==> config.mk <==
export PLATFORM = sky130hd
export DESIGN_NAME = muldiv_unit
export DESIGN_NICKNAME = d
export VERILOG_FILES = /design/src/rtl/muldiv_pkg.sv /design/src/rtl/muldiv_signfix.sv /design/src/rtl/muldiv_unit.sv
export SDC_FILE = /design/constraint.sdc
export NUM_CORES = 1
export LEC_CHECK = 0
export BUFFER_PORTS_ARGS = -buffer_cell sky130_fd_sc_hd__buf_4
export CORE_ASPECT_RATIO = 1.2
export CORE_MARGIN = 2
export CORE_UTILIZATION = 35
export CTS_BUF_LIST = sky130_fd_sc_hd__clkbuf_4 sky130_fd_sc_hd__clkbuf_8
export DETAILED_ROUTE_END_ITERATION = 16
export GPL_TIMING_DRIVEN = 0
export PLACE_DENSITY = 0.53
export SLEW_MARGIN = 20
export SYNTH_ARGS = -nofsm -noshare
export SYNTH_HDL_FRONTEND = slang
export SYNTH_HIERARCHICAL = 1
export SYNTH_SLANG_ARGS = --single-unit
==> constraint.sdc <==
create_clock -name clk -period 5.1 [get_ports clk]
set_input_delay 0 -clock clk [delete_from_list [all_inputs] [get_ports clk]]
set_output_delay 0 -clock clk [all_outputs]
set_load 0.03 [all_outputs]
==> src/rtl/muldiv_pkg.sv <==
// Shared op codes, FSM encoding and default width for the multiply/divide unit.
// Latency: n/a (declarations only).
// Backpressure: n/a.
package muldiv_pkg;

  localparam int MD_WIDTH = 32;

  localparam logic [2:0] OP_NOP   = 3'd0;
  localparam logic [2:0] OP_MULT  = 3'd1;
  localparam logic [2:0] OP_MULTU = 3'd2;
  localparam logic [2:0] OP_DIV   = 3'd3;
  localparam logic [2:0] OP_DIVU  = 3'd4;
  localparam logic [2:0] OP_MTHI  = 3'd5;
  localparam logic [2:0] OP_MTLO  = 3'd6;

  typedef enum logic [1:0] {
    ST_IDLE = 2'd0,
    ST_RUN  = 2'd1,
    ST_FIX  = 2'd2
  } state_t;

  // Only MULT and DIV treat their operands as two's complement.
  function automatic logic is_signed_op(input logic [2:0] op);
    return (op == OP_MULT) || (op == OP_DIV);
  endfunction

endpackage

==> src/rtl/muldiv_signfix.sv <==
// Sign handling for the muldiv datapath: operand magnitudes and result negation.
// Latency: purely combinational.
// Backpressure: none.
//   a, b          operands; a_abs/b_abs are magnitudes when sgn=1, else pass-through
//   a_neg, b_neg  operand is negative (only meaningful when sgn=1)
//   x_in/x_out    2*WIDTH value, negated when x_neg (product, or zero-extended quotient)
//   y_in/y_out    WIDTH value, negated when y_neg (remainder)
module muldiv_signfix #(
  parameter int WIDTH = 32
) (
  input  logic [WIDTH-1:0]   a,
  input  logic [WIDTH-1:0]   b,
  input  logic               sgn,
  output logic [WIDTH-1:0]   a_abs,
  output logic [WIDTH-1:0]   b_abs,
  output logic               a_neg,
  output logic               b_neg,
  input  logic [2*WIDTH-1:0] x_in,
  input  logic               x_neg,
  output logic [2*WIDTH-1:0] x_out,
  input  logic [WIDTH-1:0]   y_in,
  input  logic               y_neg,
  output logic [WIDTH-1:0]   y_out
);

  assign a_neg = sgn & a[WIDTH-1];
  assign b_neg = sgn & b[WIDTH-1];

  // The most negative value maps onto itself, which is the correct unsigned magnitude.
  assign a_abs = a_neg ? (~a + 1'b1) : a;
  assign b_abs = b_neg ? (~b + 1'b1) : b;

  assign x_out = x_neg ? (~x_in + 1'b1) : x_in;
  assign y_out = y_neg ? (~y_in + 1'b1) : y_in;

endmodule

==> src/rtl/muldiv_unit.sv <==
// Iterative radix-2 multiply / restoring divide with HI/LO result registers.
// Latency: done pulses WIDTH+2 clocks after the start edge; MTHI/MTLO take one edge.
// Backpressure: busy=1 while iterating; start is ignored until busy drops.
//   clk, rst  clock; asynchronous active-low reset
//   start,op  request and op code, sampled only in IDLE
//   a, b      rs / rt operands
//   busy      operation in flight
//   done      one-cycle pulse when hi/lo take a new result
//   hi, lo    HI (product upper / remainder), LO (product lower / quotient)
module muldiv_unit
  import muldiv_pkg::*;
#(
  parameter int WIDTH = MD_WIDTH
) (
  input  logic             clk,
  input  logic             rst,
  input  logic             start,
  input  logic [2:0]       op,
  input  logic [WIDTH-1:0] a,
  input  logic [WIDTH-1:0] b,
  output logic             busy,
  output logic             done,
  output logic [WIDTH-1:0] hi,
  output logic [WIDTH-1:0] lo
);

  localparam int CW = $clog2(WIDTH);
  localparam logic [CW-1:0] CNT_TOP = CW'(WIDTH - 1);

  state_t             state;
  logic [CW-1:0]      cnt;
  // mul: {partial product, remaining multiplier}; div: {remainder, dividend/quotient}
  logic [2*WIDTH-1:0] acc;
  logic [WIDTH-1:0]   opb;      // multiplicand or divisor magnitude
  logic               is_div;
  logic               neg_lo;   // negate product / quotient at FIX
  logic               neg_hi;   // negate remainder at FIX

  logic [WIDTH-1:0]   a_abs, b_abs;
  logic               a_neg, b_neg;
  logic               b_zero;
  logic [2*WIDTH-1:0] fix_x_in, fix_x_out;
  logic [WIDTH-1:0]   fix_y_out;

  logic [WIDTH:0]     mul_sum;
  logic [2*WIDTH-1:0] mul_next;
  logic [WIDTH:0]     div_shift;
  logic [WIDTH:0]     div_diff;
  logic [2*WIDTH-1:0] div_next;

  assign b_zero   = (b == '0);
  assign fix_x_in = is_div ? {{WIDTH{1'b0}}, acc[WIDTH-1:0]} : acc;

  muldiv_signfix #(.WIDTH(WIDTH)) u_signfix (
    .a     (a),
    .b     (b),
    .sgn   (is_signed_op(op)),
    .a_abs (a_abs),
    .b_abs (b_abs),
    .a_neg (a_neg),
    .b_neg (b_neg),
    .x_in  (fix_x_in),
    .x_neg (neg_lo),
    .x_out (fix_x_out),
    .y_in  (acc[2*WIDTH-1:WIDTH]),
    .y_neg (neg_hi),
    .y_out (fix_y_out)
  );

  // One iteration of each algorithm; RUN picks the one for the latched op.
  always_comb begin
    mul_sum   = {1'b0, acc[2*WIDTH-1:WIDTH]} +
                (acc[0] ? {1'b0, opb} : {(WIDTH+1){1'b0}});
    mul_next  = {mul_sum, acc[WIDTH-1:1]};
    div_shift = {acc[2*WIDTH-1:WIDTH], acc[WIDTH-1]};
    div_diff  = div_shift - {1'b0, opb};
    // Remainder stays below the divisor, so bit WIDTH of the difference is its sign.
    if (!div_diff[WIDTH]) begin
      div_next = {div_diff[WIDTH-1:0], acc[WIDTH-2:0], 1'b1};
    end else begin
      div_next = {div_shift[WIDTH-1:0], acc[WIDTH-2:0], 1'b0};
    end
  end

  always_ff @(posedge clk or negedge rst) begin
    if (!rst) begin
      state  <= ST_IDLE;
      cnt    <= '0;
      acc    <= '0;
      opb    <= '0;
      is_div <= 1'b0;
      neg_lo <= 1'b0;
      neg_hi <= 1'b0;
      busy   <= 1'b0;
      done   <= 1'b0;
      hi     <= '0;
      lo     <= '0;
    end else begin
      done <= 1'b0;
      case (state)
        ST_IDLE: begin
          if (start) begin
            case (op)
              OP_MULT, OP_MULTU: begin
                acc    <= {{WIDTH{1'b0}}, b_abs};
                opb    <= a_abs;
                is_div <= 1'b0;
                neg_lo <= a_neg ^ b_neg;
                neg_hi <= 1'b0;
                cnt    <= CNT_TOP;
                busy   <= 1'b1;
                state  <= ST_RUN;
              end
              OP_DIV, OP_DIVU: begin
                // Divide by zero: feed the raw dividend through a zero divisor so the
                // quotient comes out all ones and the remainder equals a, unsigned.
                acc    <= {{WIDTH{1'b0}}, (b_zero ? a : a_abs)};
                opb    <= b_abs;
                is_div <= 1'b1;
                neg_lo <= ~b_zero & (a_neg ^ b_neg);
                neg_hi <= ~b_zero & a_neg;
                cnt    <= CNT_TOP;
                busy   <= 1'b1;
                state  <= ST_RUN;
              end
              OP_MTHI: hi <= a;
              OP_MTLO: lo <= a;
              default: ;
            endcase
          end
        end
        ST_RUN: begin
          acc <= is_div ? div_next : mul_next;
          if (cnt == '0) begin
            state <= ST_FIX;
          end else begin
            cnt <= cnt - CW'(1);
          end
        end
        ST_FIX: begin
          if (is_div) begin
            lo <= fix_x_out[WIDTH-1:0];
            hi <= fix_y_out;
          end else begin
            lo <= fix_x_out[WIDTH-1:0];
            hi <= fix_x_out[2*WIDTH-1:WIDTH];
          end
          done  <= 1'b1;
          busy  <= 1'b0;
          state <= ST_IDLE;
        end
        default: state <= ST_IDLE;
      endcase
    end
  end

endmodule

Yosys cells after proc, flatten, opt, wreduce, memory -nomap -nowiden
Index checks and enable logic that the tools add are counted.

cells by class
  add/sub/neg operators = 7
  reductions and logical operators = 17
  equality and inequality tests = 15
  bitwise operators = 10
  multiplexer cells = 35

operator list
  cell                   count
  $mux 32                10
  $mux 64                5
  $pmux 64 s2            2
  $pmux 32 s2            3
  $add 32x1->32 const B  3
  $not 32->32            3
  $add 64x1->64 const B  1
  $not 64->64            1
  $add 32x32->33         1
  $sub 33x32->33         1
  $logic_not 32->1       1
  $reduce_and 3->1       6
  $mux 5                 3
  $pmux 5 s2             1
  $eq 3x3->1 const B     3
  $ne 2x2->1 const B     4
  $pmux 1 s2             4
  $eq 3x2->1 const B     2
  $mux 2                 3
  $reduce_bool 2->1      3
  $logic_not 5->1        1
  $sub 5x1->5 const B    1
  $and 1x1->1            4
  $ne 2x1->1 const B     2
  other kinds (13)       16

word-level totals
  flip-flop bits (word level) = 172
  output and inout port bits = 66
  word-level logic and storage cells = 95
  bits of input ports = 70

Longest topological paths before layout
Gate-level depths: netlist of the first run.

  word-level depth = 8
  depth in mapped cells = 14
  gate-level depth less buffers = 12

By module
The synthesis of the first run kept the hierarchy.

modules (own cells, without submodules)
  module          area an instance (µm²)  cells an instance  times used
  muldiv_unit     13492.9                 1623               1
  muldiv_signfix  3514.6                  512                1

Least setup slack after synthesis of the first run
OpenSTA, ideal clock, no wires.

  path kind = register -> register
  from = register is_div
  to = register hi[30]
  slack = 1381 ps
  arrival time = 3636 ps
  library setup time = 83 ps
  stages on the path, launching flop included = 15
  period minus slack after synthesis = 3719 ps
  buffers on the path = 4
  required time = 5017 ps
  cells stage by stage = dfrtp_1 clkbuf_1 buf_1 buf_1 clkbuf_1 nor2b_1 nor2_1 or4b_2 or3_1 o41ai_1 xnor2_1 mux2i_1 nor2_1 a21oi_1 o21ai_0

on the way
  cells in the longest elaborated chain, start to end = 6

RTL lines
  element                  RTL line              source
  start, declared          muldiv_unit.sv:35     logic is_div;
  start signal, assigned   muldiv_unit.sv:91     is_div <= 1'b0;
  start signal, assigned   muldiv_unit.sv:107    is_div <= 1'b0;
  start signal, assigned   muldiv_unit.sv:119    is_div <= 1'b1;
  $mux 64                  muldiv_unit.sv:52     assign fix_x_in = is_div ? {{WIDTH{1'b0}}, acc[WIDTH-1:0]} : acc;
  named net fix_x_in[56]   muldiv_unit.sv:42     logic [2*WIDTH-1:0] fix_x_in, fix_x_out;
  $not 64->64              muldiv_signfix.sv:33  assign x_out = x_neg ? (~x_in + 1'b1) : x_in;
  $add 64x1->64            muldiv_signfix.sv:33
  $mux 64                  muldiv_signfix.sv:33
  named net fix_x_out[62]  muldiv_unit.sv:42
  $mux 32                  muldiv_unit.sv:141    if (is_div) begin
  $pmux 32 s2              muldiv_unit.sv:100    case (state)
  end signal, assigned     muldiv_unit.sv:143    hi <= fix_y_out;
  end signal, assigned     muldiv_unit.sv:146    hi <= fix_x_out[2*WIDTH-1:WIDTH];
  end, declared            muldiv_unit.sv:23     output logic [WIDTH-1:0] hi,

The timed path passes the listed nets, and every way through them passes these cells.
A chain may end at the register's enable or synchronous reset.

Worst setup path in the final report of the first run
  from = register is_div
  to = register hi[6]

Same word-level chain as after synthesis.

==> summary.txt, run 1 <==
Hold path
  – Type of the most critical hold path: in -> async

Timing
  – Setup violations, final: 0
  – Worst slew slack as a fraction of its limit: 15.2%
  – Count of final hold-check violations: 0
  – Peak clock frequency supported by timing: 209 MHz
  – Final hold slack: 23.7 ps
  – Minimum clock period after layout: 4780 ps
  – Worst Skew: 30.8 ps
  – Count of pins over their slew limit: 0
  – Setup repair after global routing missed its margin: no
  – Part of the cycle the worst path needs: 93.8%
  – Setup TNS: 0 ps
  – Transition at the pin with the smallest max-transition slack: 1260 ps

Final layout
  – Layout net count: 2469
  – Post-route insts no fill: 2970
  – # diodes: 0
  – Area added between synthesis and finish: 15.5%
  – Share of cells above drive strength 1: 10.2%
  – Most common library cell in the layout ignoring fill and taps: sky130_fd_sc_hd__nand2_1
  – Leading cell types in the layout, fill and taps excluded: sky130_fd_sc_hd__nand2_1 (219), sky130_fd_sc_hd__o21ai_0 (197), sky130_fd_sc_hd__mux2i_1 (185), sky130_fd_sc_hd__dfrtp_1 (172)
  – Final design instance area without fill: 19600 um^2

Die
  – Initial Utilization: 35.4%
  – Site row count: 88
  – Height of the die: 245 um
  – Die area: 50400 um^2
  – Area of the core: 48000 um^2
  – I/O pins: 136
  – Die boundary width: 205 um

Clock tree
  – Total clock buffers created by CTS: 17
  – CTS tree: done
  – CTS H-Tree Depth: 4
  – CTS max path bufs: 2
  – Postcts setup bufs: 0
  – CTS sink cnt: 172
  – Root buffer cell: sky130_fd_sc_hd__clkbuf_8
  – Clock-pin transition on the worst setup and hold timing paths: 120 ps
  – Clock network latency to the later pin of the worst-skew pair: 540 ps

Global route
  – Number of global-route vias before repair: 17560
  – Met2 track utilization from global routing: 50.3%
  – GR Overflow Total: 0
  – Global-route wire length before repair: 107000 um
  – Most crowded layer after global routing: met2
  – Pin count of the biggest net entering global routing: 89
  – Met1 track demand over resource in global routing: 33.3%
  – All-Layer GR Usage: 28.3%
  – Met3 Resource Use GR: 2.46%
  – Number of antenna violations at the first check in global routing: 0

Setup path
  – Worst Path Required: 5490 ps
  – Arr. time, crit path: 5180 ps
  – Critical path type: reg -> reg
  – Setup slack of the worst register-to-register path: 320 ps
  – Largest fanout on the critical path: 10
  – Type of element capturing the critical path: flop
  – Startpoint type of the worst setup path: flop

Pwr
  – Power per cell area: 699 nW/um^2
  – Leakage power: 8.07 nW
  – Max IR drop VDD: 263 uV
  – Switching power of the nets: 7.48 mW
  – Net switching share of the total power: 54.5%
  – Fraction of power consumed by the clock network: 7.6%
  – Combinational fraction of design power: 70.4%
  – Power Total: 13.7 mW
  – Cell-internal power: 6.24 mW
  – Portion of total power attributed to sequential cells: 22.1%

Status
  – Run status: complete, no violations

Yosys
  – Leading register cell type out of synthesis: sky130_fd_sc_hd__dfrtp_1
  – Unique masters post-synth: 82
  – Total of warnings raised by yosys: 6
  – Post-Synthesis Net Count: 2277
  – Share of synthesized flip-flops with an asynchronous set or reset: 100%
  – Sequential share of the synthesized area: 25.3%
  – Number of flip-flops and latches in the synthesized netlist: 172
  – Mapped Area: 17000 um^2
  – Average size of a mapped cell: 7.97 um^2
  – Post-synth EDFFs: 0
  – Gate Count Post-Synth: 2135

Route
  – DRC violation total after the first TritonRoute iteration: 1360
  – Antenna Violating Nets Remaining: 0
  – Routed via count: 17346
  – DRC Markers: 0
  – Routed wire per std cell: 24.1 um
  – Detail-routed via count per cell: 5.84
  – Final WL: 71500 um
  – First drt pass iteration count: 6

Run
  – Number of violations of the max-capacitance limit: 0

Placed design
  – HPWL after detailed placement: 57400 um
  – Area post-placement: 18800 um^2
  – Number of buffers inserted by port buffering: 135
  – Routability Congestion: 0.962
  – Number of placed cells counting well taps: 2901
==> critical path: stages, from the launching register on <==
cell                              delay (ps)
sky130_fd_sc_hd__dfrtp_1                 330
sky130_fd_sc_hd__clkbuf_1                290
sky130_fd_sc_hd__buf_2                   350
sky130_fd_sc_hd__clkdlybuf4s15_2         530
sky130_fd_sc_hd__clkbuf_1                390
sky130_fd_sc_hd__nor2b_1                 200
sky130_fd_sc_hd__or4_1                   730
sky130_fd_sc_hd__nor3_2                  310
sky130_fd_sc_hd__nand2_1                 210
sky130_fd_sc_hd__o21ai_1                 370
sky130_fd_sc_hd__xnor2_1                 100
sky130_fd_sc_hd__mux2i_1                 170
sky130_fd_sc_hd__nor2_1                   60
sky130_fd_sc_hd__a21oi_1                 470
sky130_fd_sc_hd__o21ai_0                 140
==> power by group through the flow <==
| stage | clock network, mW | logic, mW | registers [mW] |
|---|---|---|---|
| 2_1_floorplan | 0 | 6.47 | 3.09 |
| 3_3_place_gp | 0 | 9.42 | 3.02 |
| 3_5_place_dp | 0 | 9.49 | 3.03 |
| 4_1_cts | 1.06 | 9.59 | 3.01 |
| 5_1_grt | 1.10 | 10.6 | 3.13 |
| 6_report | 1.04 | 9.65 | 3.03 |
==> through the flow <==
stage                     util [%]  worst slack [ps]
after floorplan                  -              1380
after global placement        39.2              -413
after detailed placement      39.3              -439
after CTS                     40.9              16.2
after global routing          40.9              79.2
final                         40.9               315
==> final cells by class <==
class / count / area [um^2]
fill: 5127 / 28400
multi-input combinational: 1759 / 11900
sequential: 172 / 4300
timing repair buffer: 173 / 1420
tap: 630 / 788
buffer: 126 / 523
inverter: 78 / 293
clock buffer: 18 / 248
clock inverter: 14 / 141
==> kinds of logic (layout without fill, tap and decap cells) <==
kind of cell,after synthesis,in the layout,synth area share (%)
muxes,186,186,11.0
buffers and inverters,204,409,4.69
AOI/OAI and AO/OA,629,629,23.8
DFF,172,172,25.3
adders and majority gates,72,72,5.39
xor gates and xnor gates,196,196,10.1
and+or+nand+nor,676,676,19.8
==> synthesized netlist by cell type, types with 4 or more instances <==
cell type                  count  area [um^2]
sky130_fd_sc_hd__ha_1         70          876
sky130_fd_sc_hd__xor2_1       40          350
sky130_fd_sc_hd__buf_2         7         35.0
sky130_fd_sc_hd__dfrtp_1     172         4300
sky130_fd_sc_hd__xnor2_1     156         1370
sky130_fd_sc_hd__nand2b_1     16          100
sky130_fd_sc_hd__nand2_1     219          822
sky130_fd_sc_hd__nor3_1       32          160
sky130_fd_sc_hd__and3_1       16          100
sky130_fd_sc_hd__or3_1        18          113
sky130_fd_sc_hd__o31ai_1      41          308
sky130_fd_sc_hd__a41o_1        4         40.0
sky130_fd_sc_hd__a31o_2        5         43.8
sky130_fd_sc_hd__nor2_1      156          586
sky130_fd_sc_hd__nand4_1      15         93.8
sky130_fd_sc_hd__and2_1       43          269
sky130_fd_sc_hd__nand3_1      35          175
sky130_fd_sc_hd__a31oi_1      13         81.3
sky130_fd_sc_hd__o41ai_2       8          130
sky130_fd_sc_hd__a21o_1       22          165
sky130_fd_sc_hd__or2_2        14         87.6
sky130_fd_sc_hd__nand3b_1      4         30.0
sky130_fd_sc_hd__inv_1        77          289
sky130_fd_sc_hd__o21ai_0     198          991
sky130_fd_sc_hd__a21oi_1     149          746
sky130_fd_sc_hd__mux2i_1     185         1850
sky130_fd_sc_hd__buf_1        13         48.8
sky130_fd_sc_hd__a22oi_1      14          105
sky130_fd_sc_hd__o21a_1        4         30.0
sky130_fd_sc_hd__or4_1        14          105
sky130_fd_sc_hd__o211ai_1     19          143
sky130_fd_sc_hd__buf_4         6         45.0
sky130_fd_sc_hd__a211oi_1     75          563
sky130_fd_sc_hd__nor2b_1      45          282
sky130_fd_sc_hd__nor4_1       20          125
sky130_fd_sc_hd__o21bai_1      5         37.5
sky130_fd_sc_hd__clkbuf_1     99          372
sky130_fd_sc_hd__o221ai_1     11         96.3
sky130_fd_sc_hd__o41ai_1      21          184
==> sequential cells by signal (all words and copies together), names as in the netlist <==
name    count
neg_hi      1
done        1
neg_lo      1
busy        1
is_div      1
state       2
acc        64
hi         32
cnt         5
lo         32
opb        32
==> worst paths after layout <==
check,from,endpoint,cells after the start
worst max-delay path,is_div$_DFFE_PN0P_,hi[6]$_DFFE_PN0P_,14
worst min-delay path,rst,lo[25]$_DFFE_PN0P_,2
worst max register to register,is_div$_DFFE_PN0P_,hi[6]$_DFFE_PN0P_,14
worst min register to register,neg_lo$_DFFE_PN0P_,neg_lo$_DFFE_PN0P_,1
max in group asynchronous,rst,opb[18]$_DFFE_PN0P_,3
min in group clk,b[9],opb[9]$_DFFE_PN0P_,4
==> routing by layer <==
metal / wire, um / vias to the layer above
met3: 3130 / 176
met4: 4290 / 0
met2: 35600 / 631
met5: 0 / -
li1: - / 8143
met1: 28400 / 8396
==> timing repair <==
item,4_1_cts,5_1_grt
gates resized for setup,5,6
hold buffers,37,0
endpoints found under the setup margin,22,16
hold endpoints to repair,151,0
Power figures use the tool's default switching activity.
==> run 2, diff against run 1 <==
--- a/config.mk
+++ b/config.mk
@@ -7,7 +7,6 @@
 export LEC_CHECK = 0
 export BUFFER_PORTS_ARGS = -buffer_cell sky130_fd_sc_hd__buf_4
 export CORE_ASPECT_RATIO = 1.2
-export CORE_MARGIN = 2
 export CORE_UTILIZATION = 35
 export CTS_BUF_LIST = sky130_fd_sc_hd__clkbuf_4 sky130_fd_sc_hd__clkbuf_8
 export DETAILED_ROUTE_END_ITERATION = 16
==> run 2 against run 1 <==
Hold slack improved by 14 ps; total power hardly changed; final cell count barely moved; sequential power about the same; critical path depth did not move; first-iteration DRC count down 10%; fmax fell by 0.74%; combinational power about the same; sequential share of layout area barely moved.
==> summary.txt, run 2 (same netlist as run 1, synthesis figures left out) <==
Global route
  – Global-route wire length before repair: 106000 um (-0.98%)
  – Pin count of the biggest net entering global routing: 89 (unchanged)
  – Number of antenna violations at the first check in global routing: 0 (unchanged)
  – Number of global-route vias before repair: 17538 (-0.13%)
  – GR Overflow Total: 0 (unchanged)
  – All-Layer GR Usage: 28.4% (+0.059 points)

Die
  – Height of the die: 243 um (-0.81%)
  – Initial Utilization: 35.4% (unchanged)
  – I/O pins: 136 (unchanged)
  – Site row count: 88 (unchanged)
  – Die boundary width: 203 um (-0.97%)
  – Area of the core: 48000 um^2 (unchanged)
  – Die area: 49500 um^2 (-1.8%)

Clock tree
  – Clock-pin transition on the worst setup and hold timing paths: 100 ps (-20 ps)
  – Root buffer cell: sky130_fd_sc_hd__clkbuf_8
  – CTS H-Tree Depth: 4 (unchanged)
  – CTS sink cnt: 172 (unchanged)
  – Clock network latency to the later pin of the worst-skew pair: 530 ps (about the same)
  – CTS max path bufs: 2 (unchanged)
  – Postcts setup bufs: 0 (unchanged)
  – Total clock buffers created by CTS: 17 (unchanged)
  – CTS tree: done

Timing
  – Worst slew slack as a fraction of its limit: 25.9% (+11 points)
  – Worst Skew: 30.8 ps (+0.0491 ps)
  – Part of the cycle the worst path needs: 94.5% (+0.70 points)
  – Final hold slack: 37.7 ps (+14.1 ps)
  – Transition at the pin with the smallest max-transition slack: 1100 ps (-159 ps)
  – Setup violations, final: 0 (unchanged)
  – Count of final hold-check violations: 0 (unchanged)
  – Minimum clock period after layout: 4820 ps (+35.6 ps)
  – Peak clock frequency supported by timing: 207 MHz (-0.74%)
  – Worst-case setup margin in the final layout: 279 ps (-35.6 ps)
  – Count of pins over their slew limit: 0 (unchanged)

Route
  – First drt pass iteration count: 7 (+1)
  – Detail-routed via count per cell: 5.85 (+0.13%)
  – Routed via count: 17374 (+0.16%)
  – Final WL: 70600 um (-1.2%)
  – DRC violation total after the first TritonRoute iteration: 1219 (-10%)
  – Antenna Violating Nets Remaining: 0 (unchanged)
  – Routed wire per std cell: 23.8 um (-1.2%)
  – DRC Markers: 0 (unchanged)

Placed design
  – Number of buffers inserted by port buffering: 135 (unchanged)
  – Number of placed cells counting well taps: 2901 (unchanged)
  – Routability Congestion: 0.962 (about the same)
  – Pre-CTS setup slack: -217 ps (+221 ps)
  – HPWL after detailed placement: 56900 um (-0.90%)

Setup path
  – Type of element capturing the critical path: flop
  – Startpoint type of the worst setup path: flop
  – Largest fanout on the critical path: 10 (unchanged)
  – Worst-path cell with the longest stage delay: sky130_fd_sc_hd__or4_1
  – Setup slack of the worst register-to-register path: 280 ps (-40 ps)
  – Cell-by-cell listing of the critical path: clkbuf_1 -> clkbuf_2 -> buf_2 -> clkbuf_1 -> nor2_1 -> or4_1 -> nor4_1 -> nand2_1 -> o41ai_2 -> xnor2_1 -> mux2i_1 -> nor2_1 -> a21oi_1 -> o21ai_0
  – Worst Path Required: 5530 ps (+40 ps)
  – Longest individual stage delay on the worst path: 650 ps (-80 ps)
  – Arr. time, crit path: 5250 ps (+70 ps)
  – Critical path type: reg -> reg

Run
  – Number of violations of the max-capacitance limit: 0 (unchanged)

Final layout
  – Layout net count: 2469 (unchanged)
  – Leading cell types in the layout, fill and taps excluded: sky130_fd_sc_hd__nand2_1 (219), sky130_fd_sc_hd__o21ai_0 (198), sky130_fd_sc_hd__mux2i_1 (185), sky130_fd_sc_hd__dfrtp_1 (172)
  – Flip-flop count of the largest register, all copies and words added: 64 (unchanged)
  – Register with the most flip-flops: acc
  – Share of cells above drive strength 1: 10.0% (-0.13 points)
  – Post-route insts no fill: 2971 (+0.034%)
  – Most common library cell in the layout ignoring fill and taps: sky130_fd_sc_hd__nand2_1
  – Area added between synthesis and finish: 15.4% (about the same)

Hold path
  – Type of the most critical hold path: in -> reg

Status
  – Run status: complete, no violations

Pwr
  – Leakage power: 8.07 nW (about the same)
  – Power Total: 13.7 mW (about the same)
  – Power per cell area: 698 nW/um^2 (about the same)
  – Max IR drop VDD: 335 uV (+27%)
run 2: cell count changes in the layout (fill, tap and decap cells not counted), moves of 2 or more:
cell	before	now
sky130_fd_sc_hd__nor4_1	18	20
sky130_fd_sc_hd__nor4_2	3	1
sky130_fd_sc_hd__inv_8	5	0
sky130_fd_sc_hd__bufinv_16	0	2
sky130_fd_sc_hd__clkdlybuf4s15_2	2	0
sky130_fd_sc_hd__clkbuf_4	0	2
run 2: path summary, 6_finish.rpt:
path,to,startpoint,depth (start not counted)
max,hi[11]$_DFFE_PN0P_,is_div$_DFFE_PN0P_,14
min,opb[6]$_DFFE_PN0P_,b[6],4
max reg2reg,hi[11]$_DFFE_PN0P_,is_div$_DFFE_PN0P_,14
min reg2reg,neg_lo$_DFFE_PN0P_,neg_lo$_DFFE_PN0P_,1
max in group asynchronous,opb[9]$_DFFE_PN0P_,rst,3
min in group asynchronous,lo[25]$_DFFE_PN0P_,rst,2
run 2: final cells by class:
class,count,area (um^2)
Sequential cell,172,4300
Antenna cell,1,2.50
Buffer,126,509
Multi-Input combinational cell,1759,11900
Inverter,78,293
Timing Repair Buffer,173,1420
Clock inverter,13,159
Tap cell,630,788
Clock buffer,19,249
Fill cell,5033,28400
run 2: where the power goes:
group          internal, mW  switching (mW)  total (mW)
clock network         0.458           0.599        1.06
registers              2.02            1.00        3.02
logic                  3.84            5.80        9.63
run 2: metrics by stage:
step	util (%)	cell area (um^2)	TNS (ps)
finish	40.9	19600	0
global route	40.9	19600	-4.79
CTS	40.9	19600	0
detailed placement	39.3	18800	-1490
global placement	39.2	18800	-1720
floorplan	-	17000	0
run 2: worst max-delay path, delay by kind of cell (launching register included):
family	cells	cell delay [ps]
compound gates	3	590
buf+inv	4	1590
xor+xnor	1	220
simple gates	5	1870
mux	1	130
flops	1	330
run 2: layer usage:
| layer | GRT usage (%) | vias up | share of wire (%) |
|---|---|---|---|
| met5 | 0 | - | 0 |
| li1 | - | 8127 | - |
| met3 | 3.34 | 183 | 4.5 |
| met4 | 17.5 | 0 | 6.2 |
| met2 | 49.9 | 612 | 50 |
| met1 | 32.5 | 8452 | 39 |
run 2: timing repair:
action	CTS	global route
endpoints found under the hold margin	149	0
gates resized for setup	1	3
gates cloned	0	0
setup endpoints to repair	16	19
hold buffers	37	0
==> run 3, diff against run 2 <==
--- a/config.mk
+++ b/config.mk
@@ -11,6 +11,7 @@
 export CTS_BUF_LIST = sky130_fd_sc_hd__clkbuf_4 sky130_fd_sc_hd__clkbuf_8
 export DETAILED_ROUTE_END_ITERATION = 16
 export GPL_TIMING_DRIVEN = 0
+export HOLD_SLACK_MARGIN = 0.1
 export PLACE_DENSITY = 0.53
 export SLEW_MARGIN = 20
 export SYNTH_ARGS = -nofsm -noshare
==> run 3 against run 2 <==
Register-to-register slack worse by 60 ps; sequential share of layout area is 0.25 points lower; clock-buffer cell count stayed put; critical path type unchanged; largest cell class unchanged; highest routed layer unchanged.
==> summary.txt, run 3 (same netlist as run 1, synthesis figures left out) <==
Die
  – Die boundary width: 203 um (unchanged)
  – Initial Utilization: 35.4% (unchanged)
  – Die area: 49500 um^2 (unchanged)
  – Site row count: 88 (unchanged)
  – I/O pins: 136 (unchanged)
  – Area of the core: 48000 um^2 (unchanged)
  – Height of the die: 243 um (unchanged)

Final layout
  – Post-route insts no fill: 2993 (+0.74%)
  – Leading cell types in the layout, fill and taps excluded: sky130_fd_sc_hd__nand2_1 (219), sky130_fd_sc_hd__o21ai_0 (198), sky130_fd_sc_hd__mux2i_1 (185), sky130_fd_sc_hd__dfrtp_1 (172)
  – Register with the most flip-flops: acc
  – Share of cells above drive strength 1: 9.99% (-0.051 points)
  – Most common library cell in the layout ignoring fill and taps: sky130_fd_sc_hd__nand2_1
  – Flip-flop count of the largest register, all copies and words added: 64 (unchanged)
  – Layout net count: 2491 (+0.89%)
  – Area added between synthesis and finish: 16.8%
  – Fillcell total: 5007 (-0.52%)

Global route
  – GR Overflow Total: 0 (unchanged)
  – Pin count of the biggest net entering global routing: 86 (-3.4%)
  – Met2 track utilization from global routing: 50.2% (+0.25 points)
  – Met1 track demand over resource in global routing: 32.7% (+0.17 points)
  – Met3 Resource Use GR: 3.21% (-0.13 points)
  – All-Layer GR Usage: 28.5% (+0.11 points)
  – Most crowded layer after global routing: met2
  – Global-route wire length before repair: 106000 um (+0.40%)
  – Number of antenna violations at the first check in global routing: 0 (unchanged)
  – Number of global-route vias before repair: 17650 (+0.64%)

Placed design
  – Number of placed cells counting well taps: 2901 (unchanged)
  – Number of buffers inserted by port buffering: 135 (unchanged)
  – Routability Congestion: 0.962 (unchanged)
  – HPWL after detailed placement: 56900 um (unchanged)

Clock tree
  – Total clock buffers created by CTS: 17 (unchanged)
  – CTS max path bufs: 2 (unchanged)
  – CTS tree: done
  – Root buffer cell: sky130_fd_sc_hd__clkbuf_8
  – Clock network latency to the later pin of the worst-skew pair: 530 ps (about the same)
  – CTS sink cnt: 172 (unchanged)
  – Clock-pin transition on the worst setup and hold timing paths: 100 ps (about the same)
  – CTS H-Tree Depth: 4 (unchanged)

Pwr
  – Portion of total power attributed to sequential cells: 22.0% (about the same)
  – Fraction of power consumed by the clock network: 7.7% (about the same)
  – Max IR drop VDD: 333 uV (-0.66%)
  – Net switching share of the total power: 53.9% (-0.064 points)
  – Power per cell area: 691 nW/um^2 (-1.1%)
  – Combinational fraction of design power: 70.2% (about the same)
  – Switching power of the nets: 7.39 mW (about the same)
  – Power Total: 13.7 mW (about the same)
  – Leakage power: 8.17 nW (+1.2%)
  – Cell-internal power: 6.33 mW (+0.19%)

Route
  – First drt pass iteration count: 7 (unchanged)
  – Antenna Violating Nets Remaining: 0 (unchanged)
  – Detail-routed via count per cell: 5.85 (about the same)
  – DRC violation total after the first TritonRoute iteration: 1229 (+0.82%)
  – Final WL: 71000 um (+0.46%)
  – Routed wire per std cell: 23.7 um (-0.27%)
  – DRC Markers: 0 (unchanged)
  – Routed via count: 17502 (+0.74%)

Timing
  – Count of pins over their slew limit: 0 (unchanged)
  – Worst Skew: 30.9 ps (+0.0610 ps)
  – Transition at the pin with the smallest max-transition slack: 1250 ps (+151 ps)
  – Worst slew slack as a fraction of its limit: 15.7% (-10 points)
  – Part of the cycle the worst path needs: 95.7% (+1.2 points)
  – Count of final hold-check violations: 0 (unchanged)
  – Minimum clock period after layout: 4880 ps (+62.2 ps)
  – Peak clock frequency supported by timing: 205 MHz (-1.3%)
  – Setup violations, final: 0 (unchanged)

Run
  – Number of violations of the max-capacitance limit: 0 (unchanged)

Setup path
  – Longest individual stage delay on the worst path: 650 ps (about the same)
  – Arr. time, crit path: 5260 ps (about the same)
  – Largest fanout on the critical path: 10 (unchanged)
  – Critical path type: reg -> reg
  – Count of buffering cells on the critical path with inverters included: 4 (unchanged)
  – Startpoint type of the worst setup path: flop
  – Type of element capturing the critical path: flop
  – Worst Path Required: 5480 ps (-50 ps)
  – Kind of cell adding the most delay to the critical path: simple AND/OR/NAND/NOR gates
  – Cell-by-cell listing of the critical path: clkbuf_1 -> clkbuf_2 -> buf_2 -> clkbuf_1 -> nor2_1 -> or4_1 -> nor4_1 -> nand2_1 -> o41ai_1 -> xnor2_1 -> mux2i_1 -> nor2_1 -> a21oi_1 -> o21ai_0
  – Worst-path cell with the longest stage delay: sky130_fd_sc_hd__or4_1

Hold path
  – Type of the most critical hold path: in -> reg

Status
  – Run status: complete, no violations
[run 3: path summary, 6_finish.rpt]
kind	from	endpoint	slack, ps	depth (start not counted)
worst max-delay path	is_div$_DFFE_PN0P_	hi[13]$_DFFE_PN0P_	220	14
worst min-delay path	b[1]	opb[3]$_DFFE_PN0P_	130	5
worst max register to register	is_div$_DFFE_PN0P_	hi[13]$_DFFE_PN0P_	220	14
worst min register to register	neg_lo$_DFFE_PN0P_	neg_lo$_DFFE_PN0P_	480	1
max in group asynchronous	rst	opb[9]$_DFFE_PN0P_	3690	4
min in group asynchronous	rst	hi[4]$_DFFE_PN0P_	570	3
[run 3: layer usage]
layer	wire length [um]	vias to the layer above
li1	-	8182
met1	27700	8508
met2	35400	623
met3	3450	189
met4	4410	0
met5	0	-
[run 3: final cells by class]
type | count | area [um^2] | share of cell area, %
clock inverters | 13 | 159 | 0.800
flip-flops and latches | 172 | 4300 | 21.7
diodes | 1 | 2.50 | 0.0126
inverters | 78 | 293 | 1.47
repair buffers | 195 | 1650 | 8.30
multi-input cells | 1759 | 11900 | 60.0
well taps | 630 | 788 | 3.97
clock buffers | 19 | 249 | 1.25
plain buffers | 126 | 509 | 2.56
[run 3: power groups by stage]
stage | registers (mW) | logic (mW) | clock network (mW)
floorplan | 3.09 | 6.47 | 0
global placement | 3.02 | 9.39 | 0
detailed placement | 3.02 | 9.46 | 0
CTS | 3.00 | 9.57 | 1.08
global route | 3.11 | 10.5 | 1.13
finish | 3.02 | 9.63 | 1.06
[run 3: stage by stage]
| stage | instance area (um^2) | hold slack, ps | setup TNS [ps] | util [%] | worst slack (ps) |
|---|---|---|---|---|---|
| 2_1_floorplan | 17000 | -296 | 0 | - | 1380 |
| 3_3_place_gp | 18800 | 363 | -1720 | 39.2 | -211 |
| 3_5_place_dp | 18800 | 60.8 | -1490 | 39.3 | -217 |
| 4_1_cts | 19900 | 103 | 0 | 41.4 | 55.2 |
| 5_1_grt | 19900 | 131 | -4.80 | 41.4 | -4.80 |
| 6_report | 19900 | 126 | 0 | 41.4 | 217 |
[run 3: what timing repair did]
item,4_1_cts,5_1_grt
hold buffers,59,0
endpoints found under the hold margin,264,0
buffers inserted,0,0
resized for setup,1,3
endpoints found under the setup margin,16,19
pin swaps,0,0
[run 3: worst reg2reg max path, cell delays in order, from the launching register on]
cell and delay (ps):
sky130_fd_sc_hd__dfrtp_1 330, sky130_fd_sc_hd__clkbuf_1 300, sky130_fd_sc_hd__clkbuf_2 400, sky130_fd_sc_hd__buf_2 430, sky130_fd_sc_hd__clkbuf_1 450, sky130_fd_sc_hd__nor2_1 220, sky130_fd_sc_hd__or4_1 650, sky130_fd_sc_hd__nor4_1 430
sky130_fd_sc_hd__nand2_1 290, sky130_fd_sc_hd__o41ai_1 540, sky130_fd_sc_hd__xnor2_1 210, sky130_fd_sc_hd__mux2i_1 180, sky130_fd_sc_hd__nor2_1 60, sky130_fd_sc_hd__a21oi_1 180, sky130_fd_sc_hd__o21ai_0 90
